===== src/rtl/apb_slv_pkg.sv =====
// Shared types and constants for the APB4 register-memory completer.
// The write-protect feature itself is switched by APB_SLV_WPROT_EN in apb_slave_mem.
package apb_slv_pkg;

   typedef enum logic [1:0] {
      IDLE = 2'd0,
      WAIT = 2'd1,
      RESP = 2'd2
   } apb_slv_state_e;

   // Protected region starts at DEPTH*(FRAC-1)/FRAC, i.e. the top quarter.
   localparam int WPROT_BASE_FRAC = 4;
   localparam int MAX_WAIT        = 15;

   function automatic int cntWidth(input int waitCycles);
      int w;
      w = $clog2(waitCycles + 1);
      return (w < 1) ? 1 : w;
   endfunction

endpackage


===== src/rtl/apb_slv_ram.sv =====
// Word-organised storage with byte-lane writes, combinational read and
// asynchronous clear of every word.
module apb_slv_ram #(
   parameter int DATA_WIDTH = 32,
   parameter int DEPTH      = 64,
   parameter int IDX_W      = 6,
   localparam int STRB_WIDTH = DATA_WIDTH / 8
) (
   input  logic                  clk_i,
   input  logic                  rst_ni,
   input  logic                  we_i,
   input  logic [IDX_W-1:0]      idx_i,
   input  logic [STRB_WIDTH-1:0] strb_i,
   input  logic [DATA_WIDTH-1:0] wdata_i,
   output logic [DATA_WIDTH-1:0] rdata_o
);

   localparam logic [IDX_W:0] DEPTH_LIM = (IDX_W + 1)'(DEPTH);

   logic [DATA_WIDTH-1:0] mem_q [DEPTH];
   logic [DATA_WIDTH-1:0] mergedWord;
   logic                  idxValid;

   assign idxValid = ({1'b0, idx_i} < DEPTH_LIM);
   assign rdata_o  = idxValid ? mem_q[idx_i] : '0;

   // Merge the strobed lanes into the current word so a single full-word
   // store happens per write.
   always_comb begin
      mergedWord = rdata_o;
      for (int b = 0; b < STRB_WIDTH; b++) begin
         if (strb_i[b]) begin
            mergedWord[b*8 +: 8] = wdata_i[b*8 +: 8];
         end
      end
   end

   always_ff @(posedge clk_i or negedge rst_ni) begin
      if (!rst_ni) begin
         mem_q <= '{default: '0};
      end else if (we_i && idxValid) begin
         mem_q[idx_i] <= mergedWord;
      end
   end

endmodule


===== src/rtl/apb_slave_mem.sv =====
// APB4 completer fronting apb_slv_ram: setup latch, wait-state counter, decode
// and registered response. Define APB_SLV_WPROT_EN to make the top quarter read-only.
module apb_slave_mem
   import apb_slv_pkg::*;
#(
   parameter int ADDR_WIDTH  = 8,
   parameter int DATA_WIDTH  = 32,
   parameter int DEPTH       = 64,
   parameter int WAIT_CYCLES = 0,
   localparam int STRB_WIDTH = DATA_WIDTH / 8
) (
   input  logic                  PCLK,
   input  logic                  PRESETn,
   input  logic                  PSEL,
   input  logic                  PENABLE,
   input  logic                  PWRITE,
   input  logic [ADDR_WIDTH-1:0] PADDR,
   input  logic [DATA_WIDTH-1:0] PWDATA,
   input  logic [STRB_WIDTH-1:0] PSTRB,
   output logic [DATA_WIDTH-1:0] PRDATA,
   output logic                  PREADY,
   output logic                  PSLVERR
);

   localparam int OFFS_W   = $clog2(STRB_WIDTH);
   localparam int IDX_W    = (DEPTH > 1) ? $clog2(DEPTH) : 1;
   localparam int WAIT_EFF = (WAIT_CYCLES > MAX_WAIT) ? MAX_WAIT : WAIT_CYCLES;
   localparam int CNT_W    = cntWidth(WAIT_EFF);
   localparam logic [CNT_W-1:0]      CNT_LOAD  = CNT_W'((WAIT_EFF > 0) ? WAIT_EFF - 1 : 0);
   localparam logic [ADDR_WIDTH-1:0] ADDR_MASK = ADDR_WIDTH'(STRB_WIDTH - 1);
   localparam logic [ADDR_WIDTH:0]   DEPTH_LIM = (ADDR_WIDTH + 1)'(DEPTH);

   apb_slv_state_e        state_q, state_d;
   logic [CNT_W-1:0]      waitCnt_q, waitCnt_d;
   logic                  write_q, write_d;
   logic [ADDR_WIDTH-1:0] addr_q, addr_d;
   logic [DATA_WIDTH-1:0] wdata_q, wdata_d;
   logic [STRB_WIDTH-1:0] strb_q, strb_d;
   logic [DATA_WIDTH-1:0] prdata_q, prdata_d;
   logic                  pready_q, pready_d;
   logic                  pslverr_q, pslverr_d;

   logic                  curWrite;
   logic [ADDR_WIDTH-1:0] curAddr;
   logic [DATA_WIDTH-1:0] curWdata;
   logic [STRB_WIDTH-1:0] curStrb;
   logic [ADDR_WIDTH-1:0] wordIdx;
   logic                  misaligned, outOfRange, wprotHit, accessErr;
   logic                  respond, ramWe;
   logic [DATA_WIDTH-1:0] ramRdata;

   // With zero wait states the response is registered at the end of setup,
   // so decode must see the live bus there instead of the latched copy.
   assign curWrite = (state_q == IDLE) ? PWRITE : write_q;
   assign curAddr  = (state_q == IDLE) ? PADDR  : addr_q;
   assign curWdata = (state_q == IDLE) ? PWDATA : wdata_q;
   assign curStrb  = (state_q == IDLE) ? PSTRB  : strb_q;

   assign wordIdx    = curAddr >> OFFS_W;
   assign misaligned = |(curAddr & ADDR_MASK);
   assign outOfRange = ({1'b0, wordIdx} >= DEPTH_LIM);

`ifdef APB_SLV_WPROT_EN
   localparam int WPROT_BASE = DEPTH * (WPROT_BASE_FRAC - 1) / WPROT_BASE_FRAC;
   localparam logic [ADDR_WIDTH:0] WPROT_LIM = (ADDR_WIDTH + 1)'(WPROT_BASE);
   assign wprotHit = curWrite && ({1'b0, wordIdx} >= WPROT_LIM);
`else
   assign wprotHit = 1'b0;
`endif

   assign accessErr = misaligned | outOfRange | wprotHit;

   // Register every output and the transfer context; reset aborts any transfer.
   always_ff @(posedge PCLK or negedge PRESETn) begin
      if (!PRESETn) begin
         state_q   <= IDLE;
         waitCnt_q <= '0;
         write_q   <= 1'b0;
         addr_q    <= '0;
         wdata_q   <= '0;
         strb_q    <= '0;
         prdata_q  <= '0;
         pready_q  <= 1'b0;
         pslverr_q <= 1'b0;
      end else begin
         state_q   <= state_d;
         waitCnt_q <= waitCnt_d;
         write_q   <= write_d;
         addr_q    <= addr_d;
         wdata_q   <= wdata_d;
         strb_q    <= strb_d;
         prdata_q  <= prdata_d;
         pready_q  <= pready_d;
         pslverr_q <= pslverr_d;
      end
   end

   // Next-state logic; response outputs default low so PREADY is a one-cycle pulse.
   always_comb begin
      state_d   = state_q;
      waitCnt_d = waitCnt_q;
      write_d   = write_q;
      addr_d    = addr_q;
      wdata_d   = wdata_q;
      strb_d    = strb_q;
      prdata_d  = '0;
      pready_d  = 1'b0;
      pslverr_d = 1'b0;
      respond   = 1'b0;
      ramWe     = 1'b0;

      case (state_q)
         IDLE: begin
            if (PSEL && !PENABLE) begin
               write_d = PWRITE;
               addr_d  = PADDR;
               wdata_d = PWDATA;
               strb_d  = PSTRB;
               if (WAIT_EFF == 0) begin
                  respond = 1'b1;
               end else begin
                  waitCnt_d = CNT_LOAD;
                  state_d   = WAIT;
               end
            end
         end
         WAIT: begin
            if (!PSEL || !PENABLE) begin
               state_d = IDLE;
            end else if (waitCnt_q != '0) begin
               waitCnt_d = waitCnt_q - CNT_W'(1);
            end else begin
               respond = 1'b1;
            end
         end
         RESP: begin
            state_d = IDLE;
         end
         default: begin
            state_d = IDLE;
         end
      endcase

      if (respond) begin
         state_d   = RESP;
         waitCnt_d = '0;
         pready_d  = 1'b1;
         pslverr_d = accessErr;
         prdata_d  = (curWrite || accessErr) ? '0 : ramRdata;
         ramWe     = curWrite && !accessErr;
      end
   end

   apb_slv_ram #(
      .DATA_WIDTH (DATA_WIDTH),
      .DEPTH      (DEPTH),
      .IDX_W      (IDX_W)
   ) uRam (
      .clk_i   (PCLK),
      .rst_ni  (PRESETn),
      .we_i    (ramWe),
      .idx_i   (wordIdx[IDX_W-1:0]),
      .strb_i  (curStrb),
      .wdata_i (curWdata),
      .rdata_o (ramRdata)
   );

   assign PRDATA  = prdata_q;
   assign PREADY  = pready_q;
   assign PSLVERR = pslverr_q;

endmodule


===== config.mk =====
export PLATFORM = sky130hd
export DESIGN_NAME = apb_slave_mem
export DESIGN_NICKNAME = d
export VERILOG_FILES = /design/src/rtl/apb_slv_pkg.sv /design/src/rtl/apb_slv_ram.sv /design/src/rtl/apb_slave_mem.sv
export SDC_FILE = /design/constraint.sdc
export NUM_CORES = 2
export LEC_CHECK = 0
export BUFFER_PORTS_ARGS = -buffer_cell sky130_fd_sc_hd__clkbuf_2
export CAP_MARGIN = 40
export CORE_MARGIN = 10
export CORE_UTILIZATION = 30
export CTS_CLUSTER_DIAMETER = 50
export CTS_CLUSTER_SIZE = 24
export DETAILED_ROUTE_END_ITERATION = 8
export HOLD_SLACK_MARGIN = 0.03
export PLACE_DENSITY = 0.53
export SLEW_MARGIN = 25
export SYNTH_ARGS = -nofsm -noshare
export SYNTH_HDL_FRONTEND = slang
export SYNTH_SLANG_ARGS = --single-unit

===== constraint.sdc =====
create_clock -name PCLK -period 6.3 [get_ports PCLK]
set_clock_uncertainty 0.05 [all_clocks]
set_input_delay 1.575 -clock PCLK [delete_from_list [all_inputs] [get_ports PCLK]]
set_output_delay 1.575 -clock PCLK [all_outputs]
set_load 0.005 [all_outputs]

==> reports/metrics.cfg <==
[routing]
num_vias = 91900
drt_iter0_drc = 14100
wire_per_inst_um = 34.1
dr.pass1.iters = 7
viasPerCell = 6.23
antenna_left = 0
drc = 0
wirelength_mm = 503

[clocking]
postCtsSetupBuffers = 0
cts.clk_slew.worst_paths_ps = 70
ctsRootBufferMaster = clkbuf_16
cts-hold-fix-buffers = 0
h-tree-depth = 5
clk_latency_ps = 900
cts_tree = yes
cts_made_buffers = 271
clock_sinks = 2125
cts_resized = 0
clock_path_buffers = 4

[placed_design]
pre_cts_ws_ps = 565
io_buffers = 82
hpwl_mm = 304
gp_congestion = 0.930

[synthesis]
synth_ff_type = dfrtp_1
syn-cell-area_um2 = 100000
synth_cells = 10400
netlist.area_leader.share = 0.529
synth_cell_types = 95
ys_seq_area_frac = 0.529
synthTopCellsByArea = dfrtp_1 (53%), o31ai_1 (12%), nand2_1 (9.7%)
synthesis.nets = 10400
yosys_warnings = 0
postSynth.asyncResetShare = 1.00
synth_top_area_cell = dfrtp_1
ys_ff_latch = 2125
syn_area_per_cell_um2 = 9.67
synth_edf_count = 0

[power]
power_leakage_uw = 0.0509
max-vdd-ir-drop_uv = 244
pwr_density_cell_nw_per_um2 = 309

[sta]
grt_setup_unrepaired = no
finalHoldViolations = 0
worst_pin_slew_ps = 1040
maxSlewHeadroom = 0.304
setup_tns_ps = 0
setup_viol = 0
layout_setup_ws_ps = 1160
drv_slew = 0
fin_crit_sh = 0.816
max_freq_mhz = 194
min_period_ps = 5140

[floorplan]
core-area_um2 = 333000
die_y_um = 599
die_w_um = 599
start_util = 0.301
dieArea_um2 = 359000
fp-row-count = 212
ioPinCount = 83

[worst_setup_path]
arrival_ps = 5920
worstReg2RegEnd = PRDATA[6]$_DFF_PN0_
r2r_setup_slack_ps = 1160
crit_chain = buf_4 -> nand3_2 -> buf_4 -> and2_2 -> buf_12 -> o22ai_1 -> o21ai_0 -> a21oi_1 -> or4_1 -> nor3b_2 -> buf_4
crit_type = reg2reg
startpoint_type = flop
cp-end-kind = flop
path_max_fanout = 62
r2r-start = state_q[1]$_DFFE_PN0P_
r2r_cells = 11
endpoint = PRDATA[6]$_DFF_PN0_
crit_top_cell = buf_4
slowest_delay_ps = 860
startpoint = state_q[1]$_DFFE_PN0P_
cp_slowest_cell = or4_1
crit_required_ps = 7080

[grt]
globalRoute.totalOverflow = 0
grt_pass1_wl_mm = 697
grtUsageTotal = 0.269
antenna_found_initial = 36
grt_pass1_vias = 87300
grt_max_degree = 168

[layout]
layout_common_cells = nand2_1 (2,525), dfrtp_1 (2,124), o31ai_1 (1,618)
layout-drive-gt1-share = 0.155
final_common_cell = nand2_1
multi_input_area_um2 = 43400
areaGrowthSynthToFinish_pct = 17.8
fillCellCount = 33000
nets = 10200
seqCellArea_um2 = 53200

[outcome]
outcome = finished clean

[hold_path]
hp-class = reg2reg

[run]
maxCapViolCount = 0

## layer usage
layer,track usage,vias up,wire (um)
met5,0,-,125
met1,0.343,46400,194000
met2,0.391,6236,211000
met3,0.0858,1639,59800
li1,-,37600,-
met4,0.171,20,37500
## area by class of cell
cell class,instances,area share
Antenna cell,20,0.000423
Clock buffer,318,0.0620
Clock inverter,168,0.0180
Inverter,15,0.000476
Multi-Input combinational cell,7084,0.367
Sequential cell,2125,0.449
Tap cell,4387,0.0464
Timing Repair Buffer,632,0.0567
## through the flow
step	total power, uW	util	area, um^2	instances	hold slack (ps)
2_1_floorplan	17300	-	100000	10400	390
3_3_place_gp	19800	0.324	108000	14200	401
3_5_place_dp	19900	0.326	109000	14200	409
4_1_cts	36500	0.355	118000	14700	422
5_1_grt	37500	0.355	118000	14700	435
6_report	36600	0.355	118000	14700	421
## where the power goes
part           leakage (uW)  total, uW  switching (uW)  internal, uW
sequential           0.0295      14200             230         14000
combinational        0.0168       5700            4270          1430
clock               0.00458      16700            6990          9730
## kinds of logic after synthesis
family / count (synthesis) / synth area share
DFF: 2125 / 0.529
and+or+nand+nor: 3260 / 0.132
muxes: 255 / 0.0275
buffers and inverters: 1183 / 0.0521
AOI/OAI and AO/OA: 3569 / 0.259
## critical path: cells and delay by family, from the launching register on
kind / cells / cell delay [ps]
buf+inv: 4 / 1330
flops: 1 / 770
compound gates: 3 / 520
simple gates: 4 / 2320
## registers in the layout (all words and copies together) (netlist names)
| register | count |
|---|---|
| PRDATA | 32 |
| PREADY | 1 |
| PSLVERR | 1 |
| addr_q | 6 |
| state_q | 1 |
| strb_q | 4 |
| uRam.mem_q | 2048 |
| wdata_q | 32 |
## Yosys cell counts, types with 23 or more instances
cell type  count
o31ai_2      120
a32o_1        81
nor3_1        70
mux2i_1      105
o22a_1        27
nor2_1       280
o211ai_1      51
o221ai_1     114
and3_1        26
o31a_1        40
a211oi_1      45
dfrtp_1     2125
o21ai_0      439
nor2b_1       31
nand2b_1      23
buf_1         32
o2111a_1      24
o31ai_1     1619
mux2_2       147
o22ai_1      442
nand2_1     2601
buf_2        307
a21oi_1      281
clkbuf_1     752
nand3_1       66
a21o_1        37
buf_4         50
## worst min path at each step
stage | from | endpoint | slack [ps] | cells after the start
2_1_floorplan | uRam.mem_q[1086]$_DFFE_PN0P_ | uRam.mem_q[1086]$_DFFE_PN0P_ | 390 | 2
3_3_place_gp | uRam.mem_q[1852]$_DFFE_PN0P_ | uRam.mem_q[1852]$_DFFE_PN0P_ | 400 | 2
3_5_place_dp | uRam.mem_q[837]$_DFFE_PN0P_ | uRam.mem_q[837]$_DFFE_PN0P_ | 410 | 2
4_1_cts | uRam.mem_q[837]$_DFFE_PN0P_ | uRam.mem_q[837]$_DFFE_PN0P_ | 420 | 2
5_1_grt | uRam.mem_q[1781]$_DFFE_PN0P_ | uRam.mem_q[1781]$_DFFE_PN0P_ | 440 | 2
6_report | uRam.mem_q[972]$_DFFE_PN0P_ | uRam.mem_q[972]$_DFFE_PN0P_ | 420 | 2
(Power assumes the default switching activity.)
